File: src/rtl/tt_subtract_pkg.sv
// tt_subtract_pkg: shared width, state encoding and pin bit indices for the serial subtractor
package tt_subtract_pkg;
    localparam int WIDTH  = 8;
    localparam int LOAD_A = 0;
    localparam int LOAD_B = 1;
    localparam int START  = 2;
    localparam int BUSY   = 4;
    localparam int DONE   = 5;
    localparam int BORROW = 6;
    localparam int ZERO   = 7;
    typedef enum logic [1:0] {S_IDLE, S_RUN, S_DONE} state_t;
endpackage

File: src/rtl/serial_sub_cell.sv
// serial_sub_cell: 1-bit full subtractor with its borrow-in flop
module serial_sub_cell (
    input  logic clk,
    input  logic rst_n,
    input  logic en,
    input  logic clr,
    input  logic a,
    input  logic b,
    output logic d,
    output logic bout,
    output logic bin
);
    assign d    = a ^ b ^ bin;
    assign bout = (~a & b) | (~(a ^ b) & bin);
    always_ff @(posedge clk)
        if (!rst_n)   bin <= 1'b0;
        else if (clr) bin <= 1'b0;
        else if (en)  bin <= bout;
endmodule

File: src/rtl/tt_um_subtract_serial.sv
// tt_um_subtract_serial: bit-serial 8-bit A-B, LSB first, one bit per enabled cycle
module tt_um_subtract_serial
    import tt_subtract_pkg::*;
(
    input  logic       clk,
    input  logic       rst_n,
    input  logic       ena,
    input  logic [7:0] ui_in,
    input  logic [7:0] uio_in,
    output logic [7:0] uo_out,
    output logic [7:0] uio_out,
    output logic [7:0] uio_oe
);
    state_t state, state_nxt;
    logic [WIDTH-1:0] reg_a, reg_b, sh_a, sh_b, diff, uo_q;
    logic [WIDTH-2:0] res;
    logic [$clog2(WIDTH)-1:0] cnt;
    logic done, borrow, zero, d, bout, bin, idle, run, go, last;
    logic unused;
    assign unused = &{1'b0, uio_in[7:3]};
    assign idle = state == S_IDLE;
    assign run  = state == S_RUN;
    assign go   = ena & idle & uio_in[START];
    assign last = cnt == ($clog2(WIDTH))'(WIDTH - 1);
    assign diff = {d, res};
    serial_sub_cell u_cell (
        .clk  (clk),
        .rst_n(rst_n),
        .en   (ena & run),
        .clr  (go),
        .a    (sh_a[0]),
        .b    (sh_b[0]),
        .d    (d),
        .bout (bout),
        .bin  (bin)
    );
    always_ff @(posedge clk)
        if (!rst_n) state <= S_IDLE;
        else        state <= state_nxt;
    always_comb begin
        state_nxt = !ena             ? state  :
                    go               ? S_RUN  :
                    (run && last)    ? S_DONE :
                    state == S_DONE  ? S_IDLE : state;
    end
    always_ff @(posedge clk) begin
        if (!rst_n) begin
            reg_a  <= '0;
            reg_b  <= '0;
            sh_a   <= '0;
            sh_b   <= '0;
            res    <= '0;
            cnt    <= '0;
            uo_q   <= '0;
            done   <= 1'b0;
            borrow <= 1'b0;
            zero   <= 1'b1;
        end else if (ena) begin
            if (idle && uio_in[LOAD_A]) reg_a <= ui_in;
            if (idle && uio_in[LOAD_B]) reg_b <= ui_in;
            // start copies the operands latched before this edge, so a same-cycle load waits
            if (go) begin
                sh_a <= reg_a;
                sh_b <= reg_b;
                cnt  <= '0;
                done <= 1'b0;
            end
            if (run) begin
                sh_a <= sh_a >> 1;
                sh_b <= sh_b >> 1;
                res  <= diff[WIDTH-1:1];
                cnt  <= cnt + 1'b1;
                if (last) begin
                    uo_q   <= diff;
                    borrow <= bout;
                    zero   <= diff == '0;
                    done   <= 1'b1;
                end
            end
        end
    end
    assign uo_out  = uo_q;
    assign uio_out = {zero, borrow, done, !idle, 4'b0000};
    assign uio_oe  = 8'hF0;
endmodule

File: config.mk
export PLATFORM = sky130hd
export DESIGN_NAME = tt_um_subtract_serial
export DESIGN_NICKNAME = d
export VERILOG_FILES = /design/src/rtl/tt_subtract_pkg.sv /design/src/rtl/serial_sub_cell.sv /design/src/rtl/tt_um_subtract_serial.sv
export SDC_FILE = /design/constraint.sdc
export NUM_CORES = 1
export LEC_CHECK = 0
export CAP_MARGIN = 20
export CORE_MARGIN = 3
export CORE_UTILIZATION = 35
export CTS_CLUSTER_DIAMETER = 60
export CTS_CLUSTER_SIZE = 16
export DETAILED_ROUTE_END_ITERATION = 10
export DONT_BUFFER_PORTS = 1
export GPL_ROUTABILITY_DRIVEN = 0
export GPL_TIMING_DRIVEN = 0
export HOLD_SLACK_MARGIN = 0.08
export PLACE_DENSITY = 0.47
export SYNTH_ARGS = -nofsm -noshare
export SYNTH_HDL_FRONTEND = slang
export SYNTH_SLANG_ARGS = --single-unit
File: constraint.sdc
create_clock -name clk -period 1.3 [get_ports clk]
set_input_delay 0.13 -clock clk [delete_from_list [all_inputs] [get_ports clk]]
set_output_delay 0.13 -clock clk [all_outputs]
set_load 0.05 [all_outputs]
# Word level (Yosys, flattened, before mapping)
# Cells that the tools add are included.
[totals]
reg_bits = 56
in_bits = 19
wordCells = 54
output_inout_bits = 24
[classes]
bitwise = 11
mux = 12
n_eq_ne = 3
add_sub_neg = 1
n_reduce_logical = 15
[ops]
columns = ["op", "n"]
rows = [
  ["$mux W8", 4],
  ["$reduce_and A2 Y1", 5],
  ["$logic_not A8 Y1", 1],
  ["$mux W2", 3],
  ["$mux W3", 2],
  ["$and A1 B1 Y1", 5],
  ["$add A3 B1 Y3 const B", 1],
  ["$eq A3 B3 Y1 const B", 1],
  ["$logic_and A1 B1 Y1", 3],
  ["$mux W1", 3],
  ["$not A1 Y1", 3],
  ["$reduce_and A3 Y1", 1],
  ["$reduce_bool A3 Y1", 1],
  ["$eq A2 B1 Y1 const B", 1],
  ["$eq A2 B2 Y1 const B", 1],
  ["$logic_not A2 Y1", 1],
  ["$reduce_bool A2 Y1", 1],
  ["$reduce_or A2 Y1", 1],
  ["$xor A1 B1 Y1", 2],
  ["$logic_not A1 Y1", 1],
  ["$or A1 B1 Y1", 1],
]

# Longest topological paths before layout
# Gate-level depths: netlist of run 1.
[logic_depth]
ltp_word = 6
depth_mapped = 6
depth_no_buf = 5

# Modules after synthesis
# A second synthesis of run 1 with hierarchy kept.
[hier_totals]
cells_unflattened = 268
area_unflattened_um2 = 2507.4
[by_module_without_submodules]
columns = ["module", "instances", "cells_per_inst", "area_each_um2", "seq_area_each_um2"]
rows = [
  ["tt_um_subtract_serial", 1, 260, 2433.6, 1101.1],
  ["serial_sub_cell", 1, 8, 73.8, 20.0],
]

# Worst setup path after synthesis of run 1
# Ideal clock, no wire load.
[synth_path]
path_kind = "flip-flop to flip-flop"
from = "reg cnt[0]"
to = "reg borrow"
path_stages_with_launch = 6
arrival_time_ps = 1226
n_path_buf = 1
period_less_slack_ps = 1342
setup_slack_ps = -42
setup_time_ps = 116
required_ps = 1184
path_cell_list = "dfxtp_1 > ha_1 > ha_1 > and4b_1 > buf_4 > o211a_1"
[synth_via]
elab_chain_len = 2
[synth_lines]
columns = ["item", "line", "source"]
rows = [
  ["start, declared", "tt_um_subtract_serial.sv:17", "logic [$clog2(WIDTH)-1:0] cnt;"],
  ["start signal, assigned", "tt_um_subtract_serial.sv:72", "cnt <= cnt + 1'b1;"],
  ["$eq A3 B3 Y1", "tt_um_subtract_serial.sv:24", "assign last = cnt == ($clog2(WIDTH))'(WIDTH - 1);"],
  ["$reduce_and A3 Y1 (no line)", "n/a", ""],
  ["end signal, assigned", "tt_um_subtract_serial.sv:75", "borrow <= bout;"],
  ["end, declared", "tt_um_subtract_serial.sv:18", "logic done, borrow, zero, d, bout, bin, idle, run, go, last;"],
]
# Every way passes these cells.
# A chain may end at the register's enable or synchronous reset.

# Worst setup path in the final report of run 1
[layout_path]
from = "reg sh_b[0]"
to = "reg zero"
[layout_via]
elab_chain_len = 3
[layout_lines]
columns = ["item", "line", "source"]
rows = [
  ["start, declared", "tt_um_subtract_serial.sv:15", "logic [WIDTH-1:0] reg_a, reg_b, sh_a, sh_b, diff, uo_q;"],
  ["start signal, assigned", "tt_um_subtract_serial.sv:64", "sh_b <= reg_b;"],
  ["start signal, assigned", "tt_um_subtract_serial.sv:70", "sh_b <= sh_b >> 1;"],
  ["$xor A1 B1 Y1 (2 in a row)", "serial_sub_cell.sv:13", "assign d = a ^ b ^ bin;"],
  ["named net d", "tt_um_subtract_serial.sv:18", ""],
  ["$logic_not A8 Y1", "tt_um_subtract_serial.sv:76", "zero <= diff == '0;"],
  ["end signal, assigned", "tt_um_subtract_serial.sv:57", "zero <= 1'b1;"],
  ["end signal, assigned", "tt_um_subtract_serial.sv:76", ""],
  ["end, declared", "tt_um_subtract_serial.sv:18", ""],
]
# The timed path passes the listed nets, and every way through them passes these cells.

==> results of run 1 <==
[Yosys cell counts (3+ instances only)]
| cell type | number |
|---|---|
| nand4bb_1 | 3 |
| buf_4 | 17 |
| mux2i_1 | 21 |
| o21ai_1 | 16 |
| buf_2 | 9 |
| nand2_1 | 33 |
| inv_1 | 3 |
| buf_6 | 6 |
| o211a_1 | 15 |
| nand3_2 | 10 |
| clkbuf_1 | 4 |
| a21boi_1 | 10 |
| or2_1 | 3 |
| nor2b_1 | 8 |
| a21oi_1 | 3 |
| o21ai_0 | 4 |
| dfxtp_1 | 56 |
| nand3_1 | 22 |
[worst max-delay path: cells and delay by family (launching register included)]
family / cells / cell delay [ns]
simple gates: 3 / 0.37
flops: 1 / 0.35
fa+ha+maj: 1 / 0.53
buf+inv: 1 / 0.05
[flip-flops by register name (all words and copies together) (netlist names)]
register / flops
done: 1
state: 2
u_cell.bin: 1
sh_b: 8
uo_out: 8
borrow: 1
cnt: 3
reg_b: 8
res: 7
zero: 1
sh_a: 8
reg_a: 8
[final timing paths]
| path | to | slack [ns] | cells after the start |
|---|---|---|---|
| worst min-delay path | cnt[1]$_SDFFE_PN0P_ | 0.09 | 3 |
| worst min register to register | reg_a[6]$_SDFFE_PN0P_ | 0.46 | 2 |
| worst max-delay path | zero$_SDFFE_PN1P_ | -0.05 | 5 |
| worst max register to register | zero$_SDFFE_PN1P_ | -0.05 | 5 |
[cell usage in the layout, fill, tap and decap left out, types with 2 or more instances in the layout]
cell type and n:
a21boi_0 2, a21boi_1 9, a21oi_1 2, buf_12 2
buf_2 4, buf_4 21, buf_6 12, clkbuf_1 5
clkbuf_8 5, conb_1 12, dfxtp_1 50, dfxtp_2 5
dlygate4sd3_1 8, ha_4 2, inv_2 2, mux2i_1 21
nand2_1 28, nand2_2 4, nand3_1 22, nand3_2 10
nand4b_1 2, nand4b_4 2, nand4bb_1 2, nor2b_1 8
o211a_1 15, o21ai_0 4, o21ai_1 16, o22ai_1 2
or2_1 3
[routing by layer]
layer / part of all wire (%) / vias up / track usage (%)
met3: 3.1 / 8 / 2.79
met1: 47 / 885 / 18.1
met4: 1.1 / 0 / 4.08
li1: - / 970 / -
met5: 0 / - / 0
met2: 49 / 34 / 24.3
[repair_timing]
| item | 4_1_cts | 5_1_grt |
|---|---|---|
| pin swaps | 7 | 8 |
| gates cloned | 1 | 2 |
| hold buffers | 8 | 0 |
| resized for setup | 22 | 22 |
| setup buffers | 4 | 5 |
| endpoints found under the setup margin | 25 | 35 |
| endpoints found under the hold margin | 16 | 0 |
[through the flow]
stage               setup TNS (ns)  instance area [sq um]  hold slack (ns)  setup slack [ns]  utilization, %
finish                      -0.165                   3200           0.0937           -0.0526            45.9
global route                -0.792                   3200            0.125            -0.167            45.9
CTS                         -0.198                   3050           0.0823           -0.0824            43.7
detailed placement           -2.08                   2750            0.317            -0.171            39.4
global placement             -1.82                   2750            0.310            -0.159            39.4
floorplan                        0                   2630            0.285           0.00285               -
[cell type report]
class	count	share of cell area, %
buffer	35	8.99
inverter	3	0.352
multi-input combinational	181	41.9
tap	96	3.75
clock inverter	2	1.09
sequential	56	35.3
timing repair buffer	19	6.37
clock buffer	6	2.27
[power by group through the flow]
| stage | logic (uW) | clock network, uW | registers, uW |
|---|---|---|---|
| after global placement | 457 | 0 | 1850 |
| after detailed placement | 458 | 0 | 1850 |
| after CTS | 505 | 1190 | 1810 |
| after floorplan | 386 | 0 | 1840 |
| final | 536 | 1140 | 1820 |
| after global routing | 584 | 1250 | 1830 |
[cells by family (layout without fill, tap and decap cells)]
logic type,count (synthesis),count (layout),synth area share [%]
AOI/OAI and AO/OA,52,52,14.2
adders and majority gates,3,3,1.74
buffers and inverters,40,65,10.5
DFF,56,56,43.4
muxes,21,21,8.14
other,2,12,0.291
and+or+nand+nor,92,93,21.7
==> results.tsv, run 1 <==
stage	metric	value	unit
status	outcome	complete, but fails checks	
status	violations	negative setup slack	
hold_path	min-delay-start	uio_in[2]	
critical_path	worst_path_max_delay_cell	fa_1	
power_and_ir_drop	p_sw_share	26.0	%
timing	slew_viol_final	0	
layout	multi_input_area	0.00134	sq mm
synth	syn_inst	266	
clock_network	clk_pin_slew	0.10	ns
timing	tightest_slew	0.559	ns
critical_path	critPathMaxFanout	2	
critical_path	worstPathArrival	1.60	ns
die	dieWidth	91.9	um
critical_path	r2r-start	sh_b[0]$_SDFFE_PN0P_	
layout	drive_above_1_share	28.5	%
timing	period_share	104	%
power_and_ir_drop	p_leak	0.00143	uW
place	dp_cells	372	
place	io_buffer_count	0	
clock_network	clk_latency	0.31	ns
synth	synth-main-ff-cell	dfxtp_1	
global_routing	grt_pass1_vias	1894	
critical_path	crit_path_max_incr_delay	0.53	ns
timing	min_period	1.35	ns
synth	synth.top_cell.area_share	43.4	%
timing	finalSetupViolations	5	
drt	vias_per_cell	4.77	
critical_path	worstPathCellList	inv_2 -> fa_1 -> nor4_2 -> nand3_1 -> nand3_1	
power_and_ir_drop	p_clk_share	32.6	%
die	design.die.area	0.00845	sq mm
synth	synth_top_cell_by_area	dfxtp_1	
global_routing	grt-ovfl-total	0	
place	detailed_place_hpwl	3.93	mm
power_and_ir_drop	cell_internal_pwr	2590	uW
hold_path	hold_path_class	primary input to flop	
synth	synth.area.top_cells	dfxtp_1 43%, mux2i_1 8.1%, o211a_1 5.8%	
layout	antenna_cells	0	
clock_network	cts_max_level	2	
drt	detail_route.first_pass.iterations	4	
layout	layoutNonFillerInstCount	398	
synth	synth_warnings	0	
critical_path	path_common_cell	nand3_1	
timing	max_freq	0.739	GHz
power_and_ir_drop	p_total	3490	uW
die	row_count	30	
drt	first_iter_violations	61	
power_and_ir_drop	irDropWorstVdd	0.448	mV
synth	ys_async_sr_fraction	0	%
layout	area_growth	24.0	%
drt	final_antenna_net_count	0	
drt	route.vias.total	1897	
critical_path	required	1.55	ns
critical_path	critPathKind	flop to flop	
synth	seq_area_frac_synth	43.4	%
critical_path	worstSetupEndpointType	flop	
synth	avgSynthCellArea	9.71	sq um
timing	fin_ws	-0.0526	ns
power_and_ir_drop	power_density	1090	mW/mm^2
timing	slew_headroom	62.7	%
power_and_ir_drop	combPwrFrac	15.4	%
timing	grt_setup_unrepaired	yes	
layout	register_area	0.00113	sq mm
clock_network	cts_tree	done	
layout	fin_nets	323	
drt	drc	0	
global_routing	grt_pass1_wl	9.51	mm
clock_network	cts_sinks	56	
die	coreArea	0.00698	sq mm
global_routing	grt_util_all_layers	14.2	%
power_and_ir_drop	power_switching	908	uW
global_routing	grt_max_degree	17	
synth	syn-cell-area	0.00258	sq mm
clock_network	clockBufferDepth	2	
synth	synth_edf_count	0	
timing	hold_violations	0	
drt	wl	5.98	mm
die	initial_core_util	37.0	%
flow_run	drv_cap	0	
die	io_pins	43	
timing	fin_skew	0.00531	ns
clock_network	cts_made_buffers	5	
synth	yosysUniqueCellTypes	35	
die	die_y	91.9	um
synth	ys_ff_latch	56	
critical_path	crit_start	sh_b[0]$_SDFFE_PN0P_	
clock_network	clockRootBuffer	clkbuf_8	
power_and_ir_drop	p_seq_share	52.0	%
drt	wl_per_cell	15.0	um
layout	n_fill_cell	715	
global_routing	antenna_found_initial	0	
critical_path	start_kind	flop	
(Power assumes the default switching activity.)
==> run 2: changes to the inputs <==
--- a/config.mk
+++ b/config.mk
@@ -8,7 +8,7 @@
 export CAP_MARGIN = 20
 export CORE_MARGIN = 3
 export CORE_UTILIZATION = 35
-export CTS_CLUSTER_DIAMETER = 60
+export CTS_CLUSTER_DIAMETER = 30
 export CTS_CLUSTER_SIZE = 16
 export DETAILED_ROUTE_END_ITERATION = 10
 export DONT_BUFFER_PORTS = 1
@@ -18,4 +18,5 @@
 export PLACE_DENSITY = 0.47
 export SYNTH_ARGS = -nofsm -noshare
 export SYNTH_HDL_FRONTEND = slang
+export SYNTH_HIERARCHICAL = 1
 export SYNTH_SLANG_ARGS = --single-unit
==> results.tsv, run 2 <==
stage	metric	value	unit	change
synth	yosysUniqueCellTypes	36		+2.9%
timing	max_freq	0.757	GHz	+2.4%
global_routing	grt_pass1_vias	1849		-2.4%
clock_network	clockBufferDepth	2		unchanged
clock_network	cts_sinks	56		unchanged
synth	synth.top_cell.area_share	44.7	%	+1.3 points
critical_path	r2r_slack	-0.02	ns	+0.03 ns
critical_path	critPathKind	flop to flop		
status	outcome	complete, but fails checks		
place	detailed_place_hpwl	3.82	mm	-2.9%
clock_network	clk_pin_slew	0.10	ns	about the same
synth	synth.area.top_cells	dfxtp_1 45%, mux2i_1 8.4%, buf_4 5.4%		
layout	antenna_cells	0		unchanged
drt	drc	0		unchanged
status	violations	negative setup slack		
critical_path	reg2reg_to	done$_SDFFE_PN0P_		
timing	grt_setup_unrepaired	yes		
critical_path	critical-path-top-delay-family	flip-flops		
die	row_count	30		unchanged
synth	ys_async_sr_fraction	0	%	unchanged
layout	area_growth	25.7	%	
power_and_ir_drop	p_leak	0.00120	uW	-16%
critical_path	worstPathArrival	1.50	ns	-0.10 ns
synth	synth-main-ff-cell	dfxtp_1		
power_and_ir_drop	p_total	3570	uW	+2.3%
critical_path	critPathMaxFanout	5		+3
synth	syn_inst	268		+0.75%
die	initial_core_util	36.5	%	-0.49 points
die	dieWidth	90.6	um	-1.4%
critical_path	worstSetupEndpointType	flop		
synth	synth_edf_count	0		unchanged
clock_network	cts_max_level	2		unchanged
global_routing	grt_pass1_wl	9.41	mm	-1.0%
clock_network	cts_made_buffers	5		unchanged
hold_path	worstHoldPathCells	2		-1
die	die_y	90.6	um	-1.4%
die	design.die.area	0.00822	sq mm	-2.7%
place	io_buffer_count	0		unchanged
drt	detail_route.first_pass.iterations	6		+2
drt	wl	5.60	mm	-6.4%
drt	first_iter_violations	64		+4.9%
clock_network	clockRootBuffer	clkbuf_8		
timing	fin_skew	0.00915	ns	+0.00383 ns
drt	vias_per_cell	4.68		-1.8%
synth	synth_top_cell_by_area	dfxtp_1		
critical_path	crit_path_max_incr_delay	0.37	ns	-0.16 ns
timing	fin_ws	-0.0206	ns	+0.0320 ns
synth	synth_warnings	6		+6
critical_path	worst_path_max_delay_cell	dfxtp_4		
critical_path	path_buf_inv	1		unchanged
synth	seq_area_frac_synth	44.7	%	+1.3 points
layout	layout_commonest_cell	dfxtp_1		
global_routing	antenna_found_initial	0		unchanged
die	io_pins	43		unchanged
global_routing	grt-ovfl-total	0		unchanged
timing	slew_headroom	51.1	%	-12 points
timing	hold_violations	0		unchanged
critical_path	r2r-start	cnt[0]$_SDFFE_PN0P_		
global_routing	grt_util_all_layers	14.2	%	+0.043 points
die	coreArea	0.00687	sq mm	-1.6%
critical_path	start_kind	flop		
flow_run	drv_cap	0		unchanged
timing	tightest_slew	0.734	ns	+0.175 ns
drt	wl_per_cell	13.8	um	-8.0%
drt	route.vias.total	1895		-0.11%
critical_path	required	1.48	ns	-0.07 ns
layout	register_area	0.00113	sq mm	+0.22%
hold_path	min-delay-start	uio_in[2]		
layout	post-route-util	45.9	%	about the same
timing	min_period	1.32	ns	-0.0320 ns
critical_path	path_common_cell	ha_4		
timing	fin_setup_tns	-0.0206	ns	+0.144 ns
timing	finalSetupViolations	1		-4
clock_network	cts_tree	done		
global_routing	grt_max_degree	18		+1
critical_path	worstPathCellList	ha_4 -> ha_4 -> and4b_2 -> buf_6 -> a21oi_2 -> nor2_1		
power_and_ir_drop	power_density	1130	mW/mm^2	+3.8%
timing	slew_viol_final	0		unchanged
synth	avgSynthCellArea	9.36	sq um	-3.6%
layout	fin_nets	330		+2.2%
hold_path	hold_path_class	primary input to flop		
layout	drive_above_1_share	32.4	%	+3.9 points
clock_network	clk_latency	0.30	ns	about the same
drt	final_antenna_net_count	0		unchanged
critical_path	reg2regPathDepth	6		+1
layout	multi_input_area	0.00123	sq mm	-8.5%
power_and_ir_drop	irDropWorstVdd	0.623	mV	+39%
synth	yosysMostFrequentCell	dfxtp_1		
layout	final_cell_mix	50 x dfxtp_1, 30 x buf_4, 26 x nand2_1		
hold_path	whs_endpoint	state[0]$_SDFFE_PN0P_		
timing	period_share	102	%	-2.5 points
layout	n_fill_cell	699		-2.2%
synth	syn-cell-area	0.00251	sq mm	-2.9%
synth	ys_ff_latch	56		unchanged
synth	ys_top_cells_by_count	56 x dfxtp_1, 32 x nand2_1, 21 x mux2i_1		
place	pre_cts_ws	-0.105	ns	+0.0665 ns
-- run 2: cell count changes after synthesis, sizes merged, moves of 8 or more --
cell,previous run,this run
o211a,15,0
nand3,32,17
a211oi,0,15
a21oi,3,30
a21boi,12,0
nor2,3,11
-- run 2: timing repair --
| action | CTS | global route |
|---|---|---|
| resized for setup | 27 | 19 |
| setup buffers | 9 | 4 |
| pin swaps | 7 | 5 |
| cloned | 1 | 1 |
| hold buffers | 11 | 0 |
| hold endpoints to repair | 21 | 0 |
| endpoints found under the setup margin | 41 | 32 |
-- run 2: metal layers --
metal / vias up / track usage (%) / share of wire [%]
li1: 980 / - / -
met3: 2 / 3.25 / 3.3
met5: - / 0 / 0
met2: 26 / 23.3 / 49
met1: 887 / 18.9 / 47
met4: 0 / 3.44 / 0.48
-- run 2: layout make-up --
| cell class | instances | area share, % |
|---|---|---|
| multi-input cells | 178 | 38.9 |
| clock inverters | 2 | 1.23 |
| inverters | 7 | 0.833 |
| flip-flops and latches | 56 | 36.0 |
| repair buffers | 26 | 7.86 |
| plain buffers | 34 | 8.81 |
| well taps | 96 | 3.81 |
| clock buffers | 6 | 2.62 |
-- run 2: worst max-delay path by stage --
stage                               start                      end  slack, ns  cells past startpoint
floorplan           state[1]$_SDFFE_PN0P_  u_cell/bin$_SDFFE_PP0P_       0.01                      6
global placement     sh_b[0]$_SDFFE_PN0P_        zero$_SDFFE_PN1P_      -0.11                      5
detailed placement    cnt[0]$_SDFFE_PN0P_   uo_out[7]$_SDFFE_PN0P_      -0.10                      6
CTS                 state[1]$_SDFFE_PN0P_     sh_a[1]$_SDFFE_PN0P_      0.004                      5
global route          cnt[0]$_SDFFE_PN0P_        done$_SDFFE_PN0P_      -0.06                      6
finish                cnt[0]$_SDFFE_PN0P_        done$_SDFFE_PN0P_      -0.02                      6
-- run 2: cell families after synthesis --
family                   Yosys count  synth area share, %
AND/OR/NAND/NOR                   76                 15.7
AO/OA/AOI/OAI                     66                 18.7
flip-flops                        56                 44.7
buffers and inverters             44                 10.5
multiplexers                      21                 8.38
adder cells (fa/ha/maj)            3                 1.80
other                              2                0.300
-- run 2: power breakdown --
| part | internal (uW) | switching (uW) | total, uW |
|---|---|---|---|
| logic | 232 | 317 | 549 |
| clock network | 631 | 568 | 1200 |
| registers | 1780 | 45.3 | 1820 |
| total | 2640 | 930 | 3570 |
-- run 2: metrics by stage --
| stage | std cells | cell area [sq um] | hold slack [ns] |
|---|---|---|---|
| 2_1_floorplan | 278 | 2550 | 0.260 |
| 3_3_place_gp | 374 | 2670 | 0.267 |
| 3_5_place_dp | 374 | 2670 | 0.277 |
| 4_1_cts | 402 | 3050 | 0.101 |
| 5_1_grt | 405 | 3150 | 0.106 |
| 6_report | 405 | 3150 | 0.106 |
==> run 3: changes to the inputs <==
--- a/config.mk
+++ b/config.mk
@@ -7,15 +7,15 @@
 export LEC_CHECK = 0
 export CAP_MARGIN = 20
 export CORE_MARGIN = 3
-export CORE_UTILIZATION = 35
+export CORE_UTILIZATION = 40
 export CTS_CLUSTER_DIAMETER = 30
 export CTS_CLUSTER_SIZE = 16
 export DETAILED_ROUTE_END_ITERATION = 10
 export DONT_BUFFER_PORTS = 1
 export GPL_ROUTABILITY_DRIVEN = 0
 export GPL_TIMING_DRIVEN = 0
-export HOLD_SLACK_MARGIN = 0.08
-export PLACE_DENSITY = 0.47
+export HOLD_SLACK_MARGIN = 0.15
+export PLACE_DENSITY = 0.52
 export SYNTH_ARGS = -nofsm -noshare
 export SYNTH_HDL_FRONTEND = slang
 export SYNTH_HIERARCHICAL = 1
==> results.tsv, run 3 (same netlist as run 2, synthesis figures left out) <==
stage	metric	value	unit	change
status	outcome	complete, but fails checks		
status	violations	negative setup slack		
power_and_ir_drop	cell_internal_pwr	2410	uW	-8.7%
clock_network	cts_sinks	56		unchanged
timing	fin_setup_tns	-0.00725	ns	+0.0134 ns
die	coreArea	0.00599	sq mm	-13%
place	detailed_place_hpwl	3.75	mm	-1.7%
die	row_count	28		-6.7%
power_and_ir_drop	p_seq_share	53.9	%	+2.8 points
timing	grt_setup_unrepaired	yes		
clock_network	cts_max_level	2		unchanged
layout	final_cell_mix	52 x dfxtp_1, 27 x nand2_1, 23 x buf_4		
critical_path	r2r-start	cnt[0]$_SDFFE_PN0P_		
hold_path	min-delay-start	ena		
die	dieWidth	85.2	um	-6.0%
layout	layout_commonest_cell	dfxtp_1		
power_and_ir_drop	p_clk_share	29.3	%	-4.3 points
drt	vias_per_cell	4.96		+6.0%
drt	first_iter_violations	64		unchanged
die	initial_core_util	41.9	%	+5.4 points
drt	drc	0		unchanged
critical_path	crit_path_max_incr_delay	0.35	ns	-0.02 ns
critical_path	path_common_cell	ha_4		
global_routing	met2_usage	23.0	%	-0.40 points
layout	multi_input_area	0.00130	sq mm	+5.9%
layout	n_fill_cell	565		-19%
layout	drive_above_1_share	33.2	%	+0.86 points
global_routing	grt_max_degree	19		+1
flow_run	drv_cap	0		unchanged
timing	min_period	1.30	ns	-0.0164 ns
drt	wl_per_cell	14.6	um	+5.9%
timing	hold_violations	0		unchanged
power_and_ir_drop	p_sw_share	28.9	%	+2.8 points
timing	slew_viol_final	0		unchanged
clock_network	clockRootBuffer	clkbuf_8		
timing	period_share	100	%	-1.3 points
global_routing	use_met3	3.40	%	+0.15 points
layout	antenna_cells	0		unchanged
global_routing	grt_pass1_wl	9.21	mm	-2.1%
critical_path	critPathKind	flop to flop		
global_routing	antenna_found_initial	0		unchanged
critical_path	critPathMaxFanout	5		unchanged
place	pre_cts_ws	-0.133	ns	-0.0283 ns
clock_network	clk_latency	0.32	ns	+0.02 ns
critical_path	worstPathCellList	ha_4 -> ha_4 -> and4b_2 -> buf_6 -> nand2_2 -> a21oi_2		
timing	fin_skew	0.0142	ns	+0.00505 ns
global_routing	busiest_layer	met1		
critical_path	worstPathArrival	1.48	ns	-0.02 ns
hold_path	hold_path_class	primary input to flop		
drt	final_antenna_net_count	0		unchanged
critical_path	start_kind	flop		
timing	max_freq	0.767	GHz	+1.3%
global_routing	grt-ovfl-total	0		unchanged
power_and_ir_drop	combPwrFrac	16.8	%	+1.4 points
timing	fin_ws	-0.00417	ns	+0.0164 ns
critical_path	worst_path_max_delay_cell	dfxtp_2		
clock_network	cts_made_buffers	5		unchanged
power_and_ir_drop	irDropWorstVdd	0.456	mV	-27%
critical_path	crit_start	cnt[0]$_SDFFE_PN0P_		
global_routing	grt_util_met1	23.9	%	+5.0 points
power_and_ir_drop	power_density	1070	mW/mm^2	-5.2%
global_routing	grt_pass1_vias	1850		+0.054%
place	io_buffer_count	0		unchanged
power_and_ir_drop	p_leak	0.00120	uW	-0.25%
die	design.die.area	0.00725	sq mm	-12%
critical_path	worstSetupEndpointType	flop		
global_routing	grt_util_all_layers	16.0	%	+1.8 points
critical_path	required	1.47	ns	about the same
die	die_y	85.2	um	-6.0%
drt	route.vias.total	1894		-0.053%
clock_network	clk_pin_slew	0.10	ns	about the same
clock_network	cts_tree	done		
layout	fin_nets	328		-0.61%
drt	wl	5.59	mm	-0.12%
layout	register_area	0.00113	sq mm	-0.44%
power_and_ir_drop	power_switching	978	uW	+5.1%
die	io_pins	43		unchanged
layout	area_growth	25.8	%	about the same
drt	detail_route.first_pass.iterations	4		-2
timing	tightest_slew	0.713	ns	-0.0213 ns
clock_network	clockBufferDepth	2		unchanged
timing	finalSetupViolations	3		+2
timing	slew_headroom	52.5	%	+1.4 points
-- run 3: metal layers --
metal  wire length [um]  vias to the layer above
met4                 68                        0
met5                  0                        -
met3                257                        6
li1                   -                      982
met2               2410                       41
met1               2860                      865
-- run 3: final cells by class --
cell class              count  share of cell area [%]
clock buffers               5                    2.18
clock inverters             3                   0.714
repair buffers             25                    7.06
inverters                   7                   0.833
flip-flops and latches     56                    35.8
plain buffers              33                    9.32
multi-input cells         178                    41.2
well taps                  75                    2.97
-- run 3: through the flow --
step	total power (uW)	util, %	std cells	hold slack, ns	instance area (sq um)
final	3390	52.7	382	0.157	3160
after global routing	3560	52.7	382	0.169	3160
after CTS	3370	49.7	375	0.173	2980
after detailed placement	2330	44.2	353	0.270	2650
after global placement	2320	44.2	353	0.263	2650
after floorplan	2250	-	278	0.260	2550
-- run 3: final timing paths --
check                                        endpoint  slack, ns  depth (start not counted)
worst max-delay path              borrow$_SDFFE_PN0P_     -0.004                          6
worst min-delay path            reg_a[5]$_SDFFE_PN0P_       0.16                          3
worst max register to register    borrow$_SDFFE_PN0P_     -0.004                          6
worst min register to register  reg_b[1]$_SDFFE_PN0P_       0.46                          2
-- run 3: power groups by stage --
stage | logic, uW | clock network (uW) | registers [uW]
global route | 622 | 1100 | 1830
detailed placement | 466 | 0 | 1860
floorplan | 400 | 0 | 1850
finish | 569 | 994 | 1820
CTS | 507 | 1030 | 1830
global placement | 463 | 0 | 1860
-- run 3: critical path, delay by kind of cell, from the launching register on --
kind / cells / cell delay (ns)
AOI/OAI and AO/OA: 1 / 0.05
DFF: 1 / 0.35
buffers and inverters: 1 / 0.14
and+or+nand+nor: 2 / 0.30
adders and majority gates: 2 / 0.32
-- run 3: timing repair --
item / 4_1_cts / 5_1_grt
hold buffers: 12 / 1
resized for setup: 33 / 25
endpoints found under the setup margin: 45 / 37
pin swaps: 8 / 7
setup buffers: 3 / 7
hold endpoints to repair: 26 / 4
gates cloned: 1 / 1
